===== src/rtl/lsu_riscv_pkg.sv =====
// Shared types and helpers for the load/store unit: FSM states, access size codes, lane helpers.
// Latency: n/a (types and pure functions only).
// Backpressure: n/a.
package lsu_riscv_pkg;

    // Access size codes as driven by the decoder (RISC-V funct3 of LOAD/STORE)
    localparam logic [2:0] LDST_B  = 3'b000;
    localparam logic [2:0] LDST_H  = 3'b001;
    localparam logic [2:0] LDST_W  = 3'b010;
    localparam logic [2:0] LDST_BU = 3'b100;
    localparam logic [2:0] LDST_HU = 3'b101;

    typedef enum logic [1:0] {
        IDLE,
        WAIT_GNT,
        WAIT_RVAL,
        RESP
    } lsu_state_t;

    // Codes with no defined meaning behave as a signed byte access
    function automatic logic [2:0] norm_size(input logic [2:0] size);
        logic [2:0] r;
        r = LDST_B;
        case (size)
            LDST_B, LDST_H, LDST_W, LDST_BU, LDST_HU: r = size;
            default:                                  r = LDST_B;
        endcase
        return r;
    endfunction

    function automatic logic is_misaligned(input logic [2:0] size, input logic [1:0] off);
        logic r;
        r = 1'b0;
        case (norm_size(size))
            LDST_H, LDST_HU: r = off[0];
            LDST_W:          r = (off != 2'b00);
            default:         r = 1'b0;
        endcase
        return r;
    endfunction

    function automatic logic [3:0] byte_en(input logic [2:0] size, input logic [1:0] off);
        logic [3:0] r;
        r = 4'b0001 << off;
        case (norm_size(size))
            LDST_H, LDST_HU: r = 4'b0011 << {off[1], 1'b0};
            LDST_W:          r = 4'b1111;
            default:         r = 4'b0001 << off;
        endcase
        return r;
    endfunction

    // Replicate the store operand across every lane it could land in
    function automatic logic [31:0] store_data(input logic [2:0] size, input logic [31:0] d);
        logic [31:0] r;
        r = {4{d[7:0]}};
        case (norm_size(size))
            LDST_H, LDST_HU: r = {2{d[15:0]}};
            LDST_W:          r = d;
            default:         r = {4{d[7:0]}};
        endcase
        return r;
    endfunction

    // Pick the addressed lane out of the read word and extend it to 32 bits
    function automatic logic [31:0] load_extract(input logic [2:0] size, input logic [1:0] off,
                                                 input logic [31:0] word);
        logic [31:0] b_sh;
        logic [31:0] h_sh;
        logic [31:0] r;
        b_sh = word >> {off, 3'b000};
        h_sh = word >> {off[1], 4'b0000};
        r    = {{24{b_sh[7]}}, b_sh[7:0]};
        case (norm_size(size))
            LDST_BU: r = {24'h000000, b_sh[7:0]};
            LDST_H:  r = {{16{h_sh[15]}}, h_sh[15:0]};
            LDST_HU: r = {16'h0000, h_sh[15:0]};
            LDST_W:  r = word;
            default: r = {{24{b_sh[7]}}, b_sh[7:0]};
        endcase
        return r;
    endfunction

endpackage


===== src/rtl/lsu_riscv_if.sv =====
// Data-memory port bundle between the load/store unit and the memory (req/gnt/rvalid protocol).
// Latency: n/a (wires only).
// Backpressure: memory stalls requests by withholding data_gnt_i; responses come on data_rvalid_i.
interface lsu_riscv_if;
    logic        data_req_o;
    logic        data_we_o;
    logic [3:0]  data_be_o;
    logic [31:0] data_addr_o;
    logic [31:0] data_wdata_o;
    logic        data_gnt_i;
    logic        data_rvalid_i;
    logic [31:0] data_rdata_i;

    modport master (
        output data_req_o, data_we_o, data_be_o, data_addr_o, data_wdata_o,
        input  data_gnt_i, data_rvalid_i, data_rdata_i
    );

    modport slave (
        input  data_req_o, data_we_o, data_be_o, data_addr_o, data_wdata_o,
        output data_gnt_i, data_rvalid_i, data_rdata_i
    );
endinterface


===== src/rtl/lsu_riscv_align.sv =====
// Lane steering: byte enables and replicated store data, plus load lane extract/extend.
// Latency: purely combinational.
// Backpressure: none.
module lsu_riscv_align
    import lsu_riscv_pkg::*;
(
    input  logic [2:0]  st_size,
    input  logic [1:0]  st_off,
    input  logic [31:0] st_data,
    output logic [3:0]  st_be,
    output logic [31:0] st_wdata,
    output logic        st_misalign,
    input  logic [2:0]  ld_size,
    input  logic [1:0]  ld_off,
    input  logic [31:0] ld_rdata,
    output logic [31:0] ld_data
);
    assign st_be       = byte_en(st_size, st_off);
    assign st_wdata    = store_data(st_size, st_data);
    assign st_misalign = is_misaligned(st_size, st_off);
    assign ld_data     = load_extract(ld_size, ld_off, ld_rdata);
endmodule


===== src/rtl/lsu_riscv.sv =====
// Load/store unit: issues one LOAD/STORE on the data-memory port and returns extended load data.
// Latency: store 2 cycles, load 3 cycles minimum; extra cycles for each withheld gnt/rvalid.
// Backpressure: lsu_stall_req_o holds the pipeline until the single-cycle RESP state.
module lsu_riscv
    import lsu_riscv_pkg::*;
#(
    parameter int unsigned TIMEOUT_CYC     = 0,
    parameter bit          STORE_WAIT_RVAL = 1'b0
) (
    input  logic        clk_i,
    input  logic        rst_i,
    input  logic        lsu_req_i,
    input  logic        lsu_we_i,
    input  logic [2:0]  lsu_size_i,
    input  logic [31:0] lsu_addr_i,
    input  logic [31:0] lsu_data_i,
    output logic [31:0] lsu_data_o,
    output logic        lsu_stall_req_o,
    output logic        lsu_misalign_o,
    output logic        lsu_fault_o,
    lsu_riscv_if.master dmem
);
    // Counter only needs to reach TIMEOUT_CYC-1; the last wait cycle triggers the fault
    localparam int CNT_W = (TIMEOUT_CYC > 1) ? $clog2(TIMEOUT_CYC) : 1;
    localparam logic [CNT_W-1:0] TO_LAST = (TIMEOUT_CYC > 0) ? CNT_W'(TIMEOUT_CYC - 1) : '0;

    lsu_state_t  state_q, state_d;
    logic [31:0] addr_q, data_q, rdata_q, rdata_d;
    logic [2:0]  size_q;
    logic        we_q;
    logic        misalign_q, misalign_d;
    logic        fault_q, fault_d;
    logic [CNT_W-1:0] cnt_q;

    logic        issue_live;
    logic        req;
    logic        latch;
    logic        timeout_hit;
    logic [2:0]  sel_size;
    logic [31:0] sel_addr, sel_data;
    logic        sel_we;
    logic [3:0]  be;
    logic [31:0] wdata;
    logic        misalign;
    logic [31:0] ld_ext;

    // In IDLE the request goes out from the live decoder fields; afterwards from the latched copy
    assign issue_live = (state_q == IDLE);
    assign sel_size   = issue_live ? lsu_size_i : size_q;
    assign sel_addr   = issue_live ? lsu_addr_i : addr_q;
    assign sel_data   = issue_live ? lsu_data_i : data_q;
    assign sel_we     = issue_live ? lsu_we_i   : we_q;

    assign timeout_hit = (TIMEOUT_CYC != 0) && (cnt_q == TO_LAST);

    lsu_riscv_align u_align (
        .st_size     (sel_size),
        .st_off      (sel_addr[1:0]),
        .st_data     (sel_data),
        .st_be       (be),
        .st_wdata    (wdata),
        .st_misalign (misalign),
        .ld_size     (size_q),
        .ld_off      (addr_q[1:0]),
        .ld_rdata    (dmem.data_rdata_i),
        .ld_data     (ld_ext)
    );

    // Next-state, request, stall and response-flag decode
    always_comb begin
        state_d         = state_q;
        lsu_stall_req_o = 1'b0;
        req             = 1'b0;
        latch           = 1'b0;
        misalign_d      = 1'b0;
        fault_d         = 1'b0;
        rdata_d         = rdata_q;
        case (state_q)
            IDLE: begin
                lsu_stall_req_o = lsu_req_i;
                if (lsu_req_i) begin
                    latch   = 1'b1;
                    rdata_d = '0;
                    if (misalign) begin
                        misalign_d = 1'b1;
                        state_d    = RESP;
                    end else begin
                        req = 1'b1;
                        if (dmem.data_gnt_i)
                            state_d = (!lsu_we_i || STORE_WAIT_RVAL) ? WAIT_RVAL : RESP;
                        else
                            state_d = WAIT_GNT;
                    end
                end
            end
            WAIT_GNT: begin
                lsu_stall_req_o = 1'b1;
                req             = 1'b1;
                if (dmem.data_gnt_i) begin
                    state_d = (!we_q || STORE_WAIT_RVAL) ? WAIT_RVAL : RESP;
                end else if (timeout_hit) begin
                    fault_d = 1'b1;
                    state_d = RESP;
                end
            end
            WAIT_RVAL: begin
                lsu_stall_req_o = 1'b1;
                if (dmem.data_rvalid_i) begin
                    if (!we_q)
                        rdata_d = ld_ext;
                    state_d = RESP;
                end else if (timeout_hit) begin
                    fault_d = 1'b1;
                    rdata_d = '0;
                    state_d = RESP;
                end
            end
            RESP: begin
                state_d = IDLE;
            end
            default: begin
                state_d = IDLE;
            end
        endcase
    end

    // Memory port is quiet (all zero) whenever no request is being presented
    assign dmem.data_req_o   = req;
    assign dmem.data_we_o    = req & sel_we;
    assign dmem.data_be_o    = req ? be : 4'b0000;
    assign dmem.data_addr_o  = req ? {sel_addr[31:2], 2'b00} : 32'h0;
    assign dmem.data_wdata_o = req ? wdata : 32'h0;

    assign lsu_data_o     = (state_q == RESP) ? rdata_q : 32'h0;
    assign lsu_misalign_o = misalign_q;
    assign lsu_fault_o    = fault_q;

    // FSM state and response registers
    always_ff @(posedge clk_i or posedge rst_i) begin
        if (rst_i) begin
            state_q    <= IDLE;
            rdata_q    <= '0;
            misalign_q <= 1'b0;
            fault_q    <= 1'b0;
        end else begin
            state_q    <= state_d;
            rdata_q    <= rdata_d;
            misalign_q <= misalign_d;
            fault_q    <= fault_d;
        end
    end

    // Capture the access fields when a request is taken in IDLE
    always_ff @(posedge clk_i or posedge rst_i) begin
        if (rst_i) begin
            addr_q <= '0;
            data_q <= '0;
            size_q <= '0;
            we_q   <= 1'b0;
        end else if (latch) begin
            addr_q <= lsu_addr_i;
            data_q <= lsu_data_i;
            size_q <= lsu_size_i;
            we_q   <= lsu_we_i;
        end
    end

    // Wait-cycle counter: restarts on every state change, counts while waiting on memory
    always_ff @(posedge clk_i or posedge rst_i) begin
        if (rst_i) begin
            cnt_q <= '0;
        end else if (state_d != state_q) begin
            cnt_q <= '0;
        end else if (state_q == WAIT_GNT || state_q == WAIT_RVAL) begin
            cnt_q <= cnt_q + CNT_W'(1);
        end
    end

endmodule


===== src/flat_wrapper.sv =====
// flat-port wrapper written by rule: the top's interface ports become plain ports
module lsu_riscv_flat import lsu_riscv_pkg::*;
#(
    parameter int unsigned TIMEOUT_CYC     = 0,
    parameter bit          STORE_WAIT_RVAL = 1'b0
)
  (clk_i, rst_i, lsu_req_i, lsu_we_i, lsu_size_i, lsu_addr_i, lsu_data_i, lsu_data_o, lsu_stall_req_o, lsu_misalign_o, lsu_fault_o, dmem_data_req_o, dmem_data_we_o, dmem_data_be_o, dmem_data_addr_o, dmem_data_wdata_o, dmem_data_gnt_i, dmem_data_rvalid_i, dmem_data_rdata_i);
  lsu_riscv_if dmem_i ();
  input  logic clk_i;
  input  logic rst_i;
  input  logic lsu_req_i;
  input  logic lsu_we_i;
  input  logic [2:0] lsu_size_i;
  input  logic [31:0] lsu_addr_i;
  input  logic [31:0] lsu_data_i;
  output logic [31:0] lsu_data_o;
  output logic lsu_stall_req_o;
  output logic lsu_misalign_o;
  output logic lsu_fault_o;
  output wire logic [$bits(dmem_i.data_req_o)-1:0] dmem_data_req_o;
  output wire logic [$bits(dmem_i.data_we_o)-1:0] dmem_data_we_o;
  output wire logic [$bits(dmem_i.data_be_o)-1:0] dmem_data_be_o;
  output wire logic [$bits(dmem_i.data_addr_o)-1:0] dmem_data_addr_o;
  output wire logic [$bits(dmem_i.data_wdata_o)-1:0] dmem_data_wdata_o;
  input wire logic [$bits(dmem_i.data_gnt_i)-1:0] dmem_data_gnt_i;
  input wire logic [$bits(dmem_i.data_rvalid_i)-1:0] dmem_data_rvalid_i;
  input wire logic [$bits(dmem_i.data_rdata_i)-1:0] dmem_data_rdata_i;
  assign dmem_data_req_o = dmem_i.data_req_o;
  assign dmem_data_we_o = dmem_i.data_we_o;
  assign dmem_data_be_o = dmem_i.data_be_o;
  assign dmem_data_addr_o = dmem_i.data_addr_o;
  assign dmem_data_wdata_o = dmem_i.data_wdata_o;
  assign dmem_i.data_gnt_i = dmem_data_gnt_i;
  assign dmem_i.data_rvalid_i = dmem_data_rvalid_i;
  assign dmem_i.data_rdata_i = dmem_data_rdata_i;
  lsu_riscv #(.TIMEOUT_CYC(TIMEOUT_CYC), .STORE_WAIT_RVAL(STORE_WAIT_RVAL)) u_core (.clk_i(clk_i), .rst_i(rst_i), .lsu_req_i(lsu_req_i), .lsu_we_i(lsu_we_i), .lsu_size_i(lsu_size_i), .lsu_addr_i(lsu_addr_i), .lsu_data_i(lsu_data_i), .lsu_data_o(lsu_data_o), .lsu_stall_req_o(lsu_stall_req_o), .lsu_misalign_o(lsu_misalign_o), .lsu_fault_o(lsu_fault_o), .dmem(dmem_i));
endmodule

===== config.mk =====
export PLATFORM = sky130hd
export DESIGN_NAME = lsu_riscv_flat
export DESIGN_NICKNAME = d
export VERILOG_FILES = /design/src/rtl/lsu_riscv_pkg.sv /design/src/rtl/lsu_riscv_if.sv /design/src/rtl/lsu_riscv_align.sv /design/src/rtl/lsu_riscv.sv /design/src/flat_wrapper.sv
export SDC_FILE = /design/constraint.sdc
export NUM_CORES = 1
export LEC_CHECK = 0
export ABC_AREA = 1
export BUFFER_PORTS_ARGS = -buffer_cell sky130_fd_sc_hd__buf_2
export CAP_MARGIN = 20
export CORE_MARGIN = 10
export CORE_UTILIZATION = 48
export DETAILED_ROUTE_END_ITERATION = 12
export PLACE_DENSITY_LB_ADDON = 0.12
export RECOVER_POWER = 25
export SYNTH_ARGS = -nofsm -noshare
export SYNTH_HDL_FRONTEND = slang
export SYNTH_SLANG_ARGS = --single-unit

===== constraint.sdc =====
create_clock -name clk_i -period 4.85 [get_ports clk_i]
set_input_delay 0.7275 -clock clk_i [delete_from_list [all_inputs] [get_ports clk_i]]
set_output_delay 0.7275 -clock clk_i [all_outputs]
set_load 0.03 [all_outputs]

==> results of run 1 <==
[worst min-delay path by stage]
stage,startpoint,endpoint,slack (ps)
floorplan,u_core.we_q,u_core.we_q,470
global route,u_core.addr_q[13],u_core.addr_q[13],520
global placement,u_core.data_q[21],u_core.data_q[21],490
detailed placement,u_core.addr_q[18],u_core.addr_q[18],490
CTS,u_core.addr_q[18],u_core.addr_q[18],510
finish,u_core.addr_q[18],u_core.addr_q[18],510
[layer usage]
layer | GRT usage [%] | vias up
li1 | - | 3435
met1 | 25.5 | 3077
met2 | 33.7 | 209
met3 | 5.72 | 32
met4 | 7.41 | 2
met5 | 0 | -
[state kept, by name, indices dropped and copies added, names as in the netlist]
signal                 flops
u_core.we_q                1
u_core.addr_q             32
u_core.data_q             32
u_core.rdata_q            32
u_core.size_q              3
u_core.state_q             2
u_core.lsu_misalign_o      1
[power by group through the flow]
stage	clock [mW]	combinational (mW)	sequential, mW
global route	0.815	4.42	1.48
CTS	0.780	3.97	1.44
detailed placement	0	3.95	1.45
floorplan	0	3.06	1.39
finish	0.773	3.95	1.44
global placement	0	3.93	1.43
[placed cells by master, fill, tap and decap left out, types with 3 or more instances in the layout]
master,instances
nand2_1,226
buf_2,206
nor2_1,145
inv_1,131
o21ai_0,108
dfrtp_1,103
nand3_1,77
a21oi_1,42
mux2_2,31
mux2i_1,30
clkbuf_16,9
buf_4,8
o211ai_1,7
ha_1,5
nand2_2,3
conb_1,3
[cell families after synthesis]
| kind of cell | Yosys count |
|---|---|
| flops | 103 |
| buf+inv | 196 |
| fa+ha+maj | 6 |
| simple gates | 458 |
| mux | 61 |
| other cells | 1 |
| compound gates | 160 |
[area by class of cell]
| cell class | count | area, um2 |
|---|---|---|
| clock buffers | 11 | 243 |
| diodes | 2 | 5.00 |
| fillers | 1429 | 5710 |
| clock inverters | 5 | 65.1 |
| inverters | 134 | 504 |
| flip-flops and latches | 103 | 2580 |
| multi-input cells | 688 | 3430 |
| well taps | 180 | 225 |
| repair buffers | 216 | 1120 |
==> metrics.md, run 1 <==
| Metric | Value |
|---|---|
| End of the worst register-to-register path | u_core.rdata_q[12] |
| First-pass GRT wire length | 33,300 um |
| Dominant cells by area after synthesis | dfrtp_1 (38%), nand2_1 (13%), nor2_1 (8.0%) |
| Die Ht | 139 um |
| Post-route cell area | 8170 um2 |
| Critical Path RT | 4120 ps |
| Compound-gate portion of the synthesized area | 12.1% |
| Setup fix buffers added after clock tree synthesis | 0 |
| Worst-path fanout max | 40 |
| Final antenna-violating net count | 0 |
| Async set-reset flop share out of synthesis | 100% |
| Number of cells on the worst hold path | 1 |
| CP endpoint kind | output port |
| Hold WC Path Type | flop to flop |
| Setup Skew | 6.32 ps |
| Core area | 13,900 um2 |
| Ratio of routed vias to standard cells | 5.04 |
| Fraction of layout cells with a size suffix above 1 | about a quarter |
| Clock-pin slew of the registers on the worst-case setup and hold paths | 70 ps |
| CP Launch Type | flop |
| Count of cells resized by post-cts repair | 0 |
| Power share of the sequential group | 23.3% |
| Result of the run | finished with violations |
| Worst endpoint data arrival time | 3450 ps |
| MaxCap Viol Count | 1 |
| Routed wire per std cell | 15.3 um |
| Violated checks | capacitance limit, slew limit |
| DRC violations left | 0 |
| Row cnt | 43 |
| Post-place setup slack | around 1100 ps |
| Avg Cell Area, Syn | 6.89 um2 |
| Main combinational cell family by area after synthesis | simple AND/OR/NAND/NOR gates |
| Ranking of synthesized cells by instance count | nand2_1 (227), nor2_1 (145), inv_1 (132) |
| Post-synthesis sequential area ratio | 38.0% |
| Synthesized-area fraction occupied by xor and xnor cells | 0% |
| Final hold violation count | 0 |
| Vias | roughly 6,800 |
| Largest net degree at the start of global routing | 107 |
| Number of clock sinks seen by CTS | 103 |
| Maximum level of the CTS H-tree | 3 |
| Internal | 2.89 mW |
| Worst vdd ir | between 300 and 400 uV |
| Kind of critical path | flop to output port |
| DP HPWL | 14,800 um |
| Number of slew-limit violations in the final report | 76 |
| Clock latency at the later pin of the worst-skew pair | approximately 360 ps |
| Full die area | between 15,000 and 20,000 um2 |
| R2r setup slk | 2040 ps |
| Most common cell in the synthesized netlist | nand2_1 |
| Clock share of power | 12.5% |
| Top layer in use | met5 |
| Highest achievable clock rate | 239 MHz |
| Clock buffer count from CTS | 9 |
| Buffer depth of the longest clock path | 2 |
| Number of cell instances on the worst register-to-register path | 10 |
| Top-level I/O count | 210 |
| Warnings from Yosys | 0 |
| Synth Register Bits | between 100 and 150 |
| Post-synthesis cell type count | 27 |
| Post-route met1 wirelength | 8870 um |
| Number of detailed-route iterations in the first pass | 5 |
| Number of flops mapped to enable cells by yosys | 0 |
| Final cell utilization of the core | 58.9% |
| Number of buffers and inverters on the critical path | 6 |
| Cell breakdown of the critical path | inv_1 -> ha_4 -> inv_2 -> nand2_1 -> nand2_1 -> inv_1 -> nand3_1 -> nand3_1 -> nand2_1 -> inv_2 -> buf_4 -> nor2_1 -> buf_2 |
| Share of synthesized cell area in full adder, half adder and majority cells | 1.11% |
| Non-filler cells in the finished layout | 1,339 |
| Capture point of the worst path | dmem_data_addr_o[2] |
| Gate count after technology mapping | 985 |
| Ratio of final minimum period to clock period | 86.2% |
| Clock root buffer | clkbuf_16 |
| Combinational group share of total power | 64.1% |
| CTS Hold Buffers Added | 0 |
| Final weighted congestion in routability-driven placement | 0.833 |
| Slowest cell on the critical path | inv_2 |
| Number of buffers added on ports | between 200 and 250 |
| Cell type group with the largest total delay on the critical path | buffers and inverters |
| FF-to-FF Start | u_core.state_q[0] |
| Path length in cells of the critical path | 13 |
| P_sw | 3.27 mW |
| Delay of the slowest critical-path stage | 520 ps |
| Worst hold slack across all endpoints | 505 ps |
| Worst path setup slack after routing | 669 ps |
| Minimum clock period after layout | 4180 ps |
| Drt total wl | just over 20,000 um |
| Cell area after placement | about 7800 um2 |
| Detailed-routed wire length on met3 | 1500 um |
| Cell leakage power | 4.77 nW |
| CTS tree | yes |
| Total gr overflow | 0 |
| Setup total negative slack | 0 ps |
| Area share of the largest cell type after synthesis | about 38% |
| Yosys top cell by area | dfrtp_1 |
| Total GRT Usage | 20.6% |
| Post-synthesis mux area share | 9.57% |
| Area growth from synthesis to final layout | 20.4% |
| Most frequent cell on the critical path | nand2_1 |
| Switching power as a share of total power | 53.1% |
| Netlist area before placement | 6790 um2 |
| Tot Pwr | 6.17 mW |
| Count of final setup violators | 0 |
| Die extent in x | approximately 140 um |
| Unrepaired setup endpoints after global routing | false |
| Effective utilization at floorplan | roughly half |
| Initial DRC Count | 653 |
| Remaining max-slew budget at the tightest pin | -129% |
| Met2 routed wirelength | approximately 9700 um |
| Simple logic cell fraction of the synthesized area | roughly 27% |
| Number of placed instances with taps included | around 1,300 |
| Power density normalized to cell area | 754 nW/um2 |
| Most instantiated flip-flop cell in the synthesis netlist | dfrtp_1 |
| Actual slew at the worst max-slew pin | 3410 ps |
| Initial antenna violation count | 3 |
| Startpoint of the worst setup timing path | u_core.state_q[0] |
| Total Nets Final | 1,263 |
| Vias in the first global route | 6,655 |
Power figures use the tool's default switching activity.
==> run 2, diff against run 1 <==
CORE_ASPECT_RATIO = 0.6   (was default)
==> run 2 against run 1 <==
  * The flow still finishes with violations (capacitance limit, slew limit)
  * Die area increased by 0.81%
  * Sequential cell count unchanged
  * Non-clock buffer count unchanged
  * Core utilization increased by 0.72 points
  * Wire length increased by 3.5%
  * Hold slack improved by 3.3 ps
  * Global-route usage increased by 0.20 points
  * First-iteration DRC count increased by 14%
  * Cell count increased by 0.97%
  * Clock power decreased by 6.1%
  * Sequential share of layout area decreased by 0.082 points
  * Combinational power increased by 2%
==> metrics.md, run 2 (synthesis results as in run 1) <==
| Metric | Value |
|---|---|
| Result of the run | finished with violations |
| Violated checks | capacitance limit, slew limit |
| Number of placed instances with taps included | 1,331 (+0.83%) |
| Vias | 6,763 (+0.12%) |
| Non-filler cells in the finished layout | 1,352 (+0.97%) |
| Hold WC Path Type | flop to flop |
| Clock-pin slew of the registers on the worst-case setup and hold paths | 80 ps (about the same) |
| Total gr overflow | 0 (unchanged) |
| Clock buffer count from CTS | 9 (unchanged) |
| Fillers | 1,417 (-0.84%) |
| Clock latency at the later pin of the worst-skew pair | 360 ps (about the same) |
| Highest achievable clock rate | 240 MHz (+0.36%) |
| Combined flip-flop and latch cell area | 2580 um2 (unchanged) |
| Multi-input gate area in the final layout | 3430 um2 (unchanged) |
| Setup fix buffers added after clock tree synthesis | 0 (unchanged) |
| Largest net degree at the start of global routing | 106 (-0.93%) |
| Worst-path fanout max | 46 (+15%) |
| CP Launch Type | flop |
| Worst endpoint data arrival time | 3440 ps (about the same) |
| Area growth from synthesis to final layout | 20.8% |
| Fraction of layout cells with a size suffix above 1 | 23.7% (+0.086 points) |
| Ratio of routed vias to standard cells | 5.00 (-0.84%) |
| Clock root buffer | clkbuf_16 |
| Die Ht | 112 um (-19%) |
| Commonest non-fill, non-tap cell in the layout | nand2_1 |
| Number of slew-limit violations in the final report | 75 (-1.3%) |
| Effective utilization at floorplan | 49.4% (+0.47 points) |
| First-pass GRT wire length | 33,900 um (+1.7%) |
| Unrepaired setup endpoints after global routing | false |
| CP endpoint kind | output port |
| Top flop regs | u_core.addr_q x32, u_core.data_q x32, u_core.rdata_q x32 |
| Final hold violation count | 0 (unchanged) |
| Number of buffers added on ports | 206 (unchanged) |
| Kind of critical path | flop to output port |
| Cell leakage power | 4.77 nW (about the same) |
| Number of clock sinks seen by CTS | 103 (unchanged) |
| Count of cells resized by post-cts repair | 0 (unchanged) |
| Commonest cells after routing, fill and taps aside | nand2_1 (226), buf_2 (206), nor2_1 (145) |
| Core area | 13,700 um2 (-0.95%) |
| Buffer depth of the longest clock path | 2 (unchanged) |
| Vias in the first global route | 6,383 (-4.1%) |
| Count of final setup violators | 0 (unchanged) |
| Final weighted congestion in routability-driven placement | 0.957 (+15%) |
| Total GRT Usage | 20.8% (+0.20 points) |
| Full die area | 19,500 um2 (+0.81%) |
| Initial antenna violation count | 4 (+1) |
| Setup Skew | 13.5 ps (+7.16 ps) |
| Ratio of final minimum period to clock period | 85.9% (-0.31 points) |
| Routed wire per std cell | 15.7 um (+2.5%) |
| Drt total wl | 21,200 um (+3.5%) |
| Final antenna-violating net count | 0 (unchanged) |
| DRC violations left | 0 (unchanged) |
| Worst vdd ir | 369 uV (-4.3%) |
| Power density normalized to cell area | 759 nW/um2 (+0.57%) |
| CTS Hold Buffers Added | 0 (unchanged) |
| Total Nets Final | 1,263 (unchanged) |
| DP HPWL | 16,000 um (+8.0%) |
| Initial DRC Count | 742 (+14%) |
| Critical Path RT | 4120 ps (about the same) |
| CTS tree | yes |
| Top-level I/O count | 210 (unchanged) |
| Remaining max-slew budget at the tightest pin | -123% (+5.7 points) |
| Number of detailed-route iterations in the first pass | 5 (unchanged) |
| MaxCap Viol Count | 1 (unchanged) |
| Maximum level of the CTS H-tree | 3 (unchanged) |
| Actual slew at the worst max-slew pin | 3330 ps (-85.4 ps) |
| Row cnt | 33 (-23%) |
| Minimum clock period after layout | 4170 ps (-15.2 ps) |
| Setup total negative slack | 0 ps (unchanged) |
| Die extent in x | 174 um (+25%) |
[run 2: cell types whose count changed in the layout (fill, tap and decap cells not counted)]
cell,previous run,this run
buf_16,1,2
buf_4,8,7
bufinv_16,1,0
clkbuf_1,2,1
clkbuf_8,1,0
clkinv_2,0,1
clkinv_4,2,1
clkinv_8,0,1
clkinvlp_4,0,1
diode_2,2,3
inv_8,0,1
[run 2: report_power, final]
group / total (mW) / switching, mW / internal (mW)
combinational: 4.04 / 2.80 / 1.25
sequential: 1.45 / 0.200 / 1.25
clock: 0.726 / 0.365 / 0.361
total: 6.22 / 3.36 / 2.85
[run 2: layout make-up]
cell class	count	share of cell area [%]
clock buffer	9	2.75
multi-input combinational	688	41.9
clock inverter	7	0.809
sequential	103	31.5
inverter	134	6.15
antenna	3	0.0916
timing repair buffer	216	13.9
tap	192	2.93
[run 2: worst paths after layout]
kind	endpoint	slack (ps)	cells past startpoint	start
hold reg to reg	u_core.rdata_q[1]	510	2	u_core.rdata_q[1]
hold / removal	u_core.rdata_q[1]	510	2	u_core.rdata_q[1]
setup reg to reg	u_core.rdata_q[17]	2060	10	u_core.state_q[0]
max in group asynchronous	u_core.data_q[0]	1980	3	rst_i
setup / recovery	dmem_data_addr_o[28]	680	13	u_core.state_q[0]
min in group asynchronous	u_core.rdata_q[1]	1330	2	rst_i
[run 2: metrics by stage]
step	area [um2]	power (mW)	hold slack [ps]	utilization, %	setup slack, ps
after floorplan	6790	4.45	474	-	1420
after global placement	7850	5.41	486	57.1	1270
after detailed placement	7850	5.45	492	57.1	1080
after CTS	8140	6.19	511	59.2	702
after global routing	8190	6.77	520	59.6	364
final	8200	6.22	508	59.6	684
[run 2: critical path: stages, from the launching register on]
cell	delay, ps
dfrtp_1	420
inv_1	170
ha_4	490
inv_2	170
nand2_1	90
nand2_1	230
inv_1	140
nand3_1	100
nand3_1	90
nand2_1	70
inv_2	290
buf_4	470
nor2_1	100
buf_2	200
[run 2: metal layers]
layer	GRT usage, %	vias up	share of wire [%]
li1	-	3439	-
met1	30.7	3045	49
met2	29.1	261	40
met3	7.10	16	10
met4	2.92	2	0.64
met5	0	-	0.061
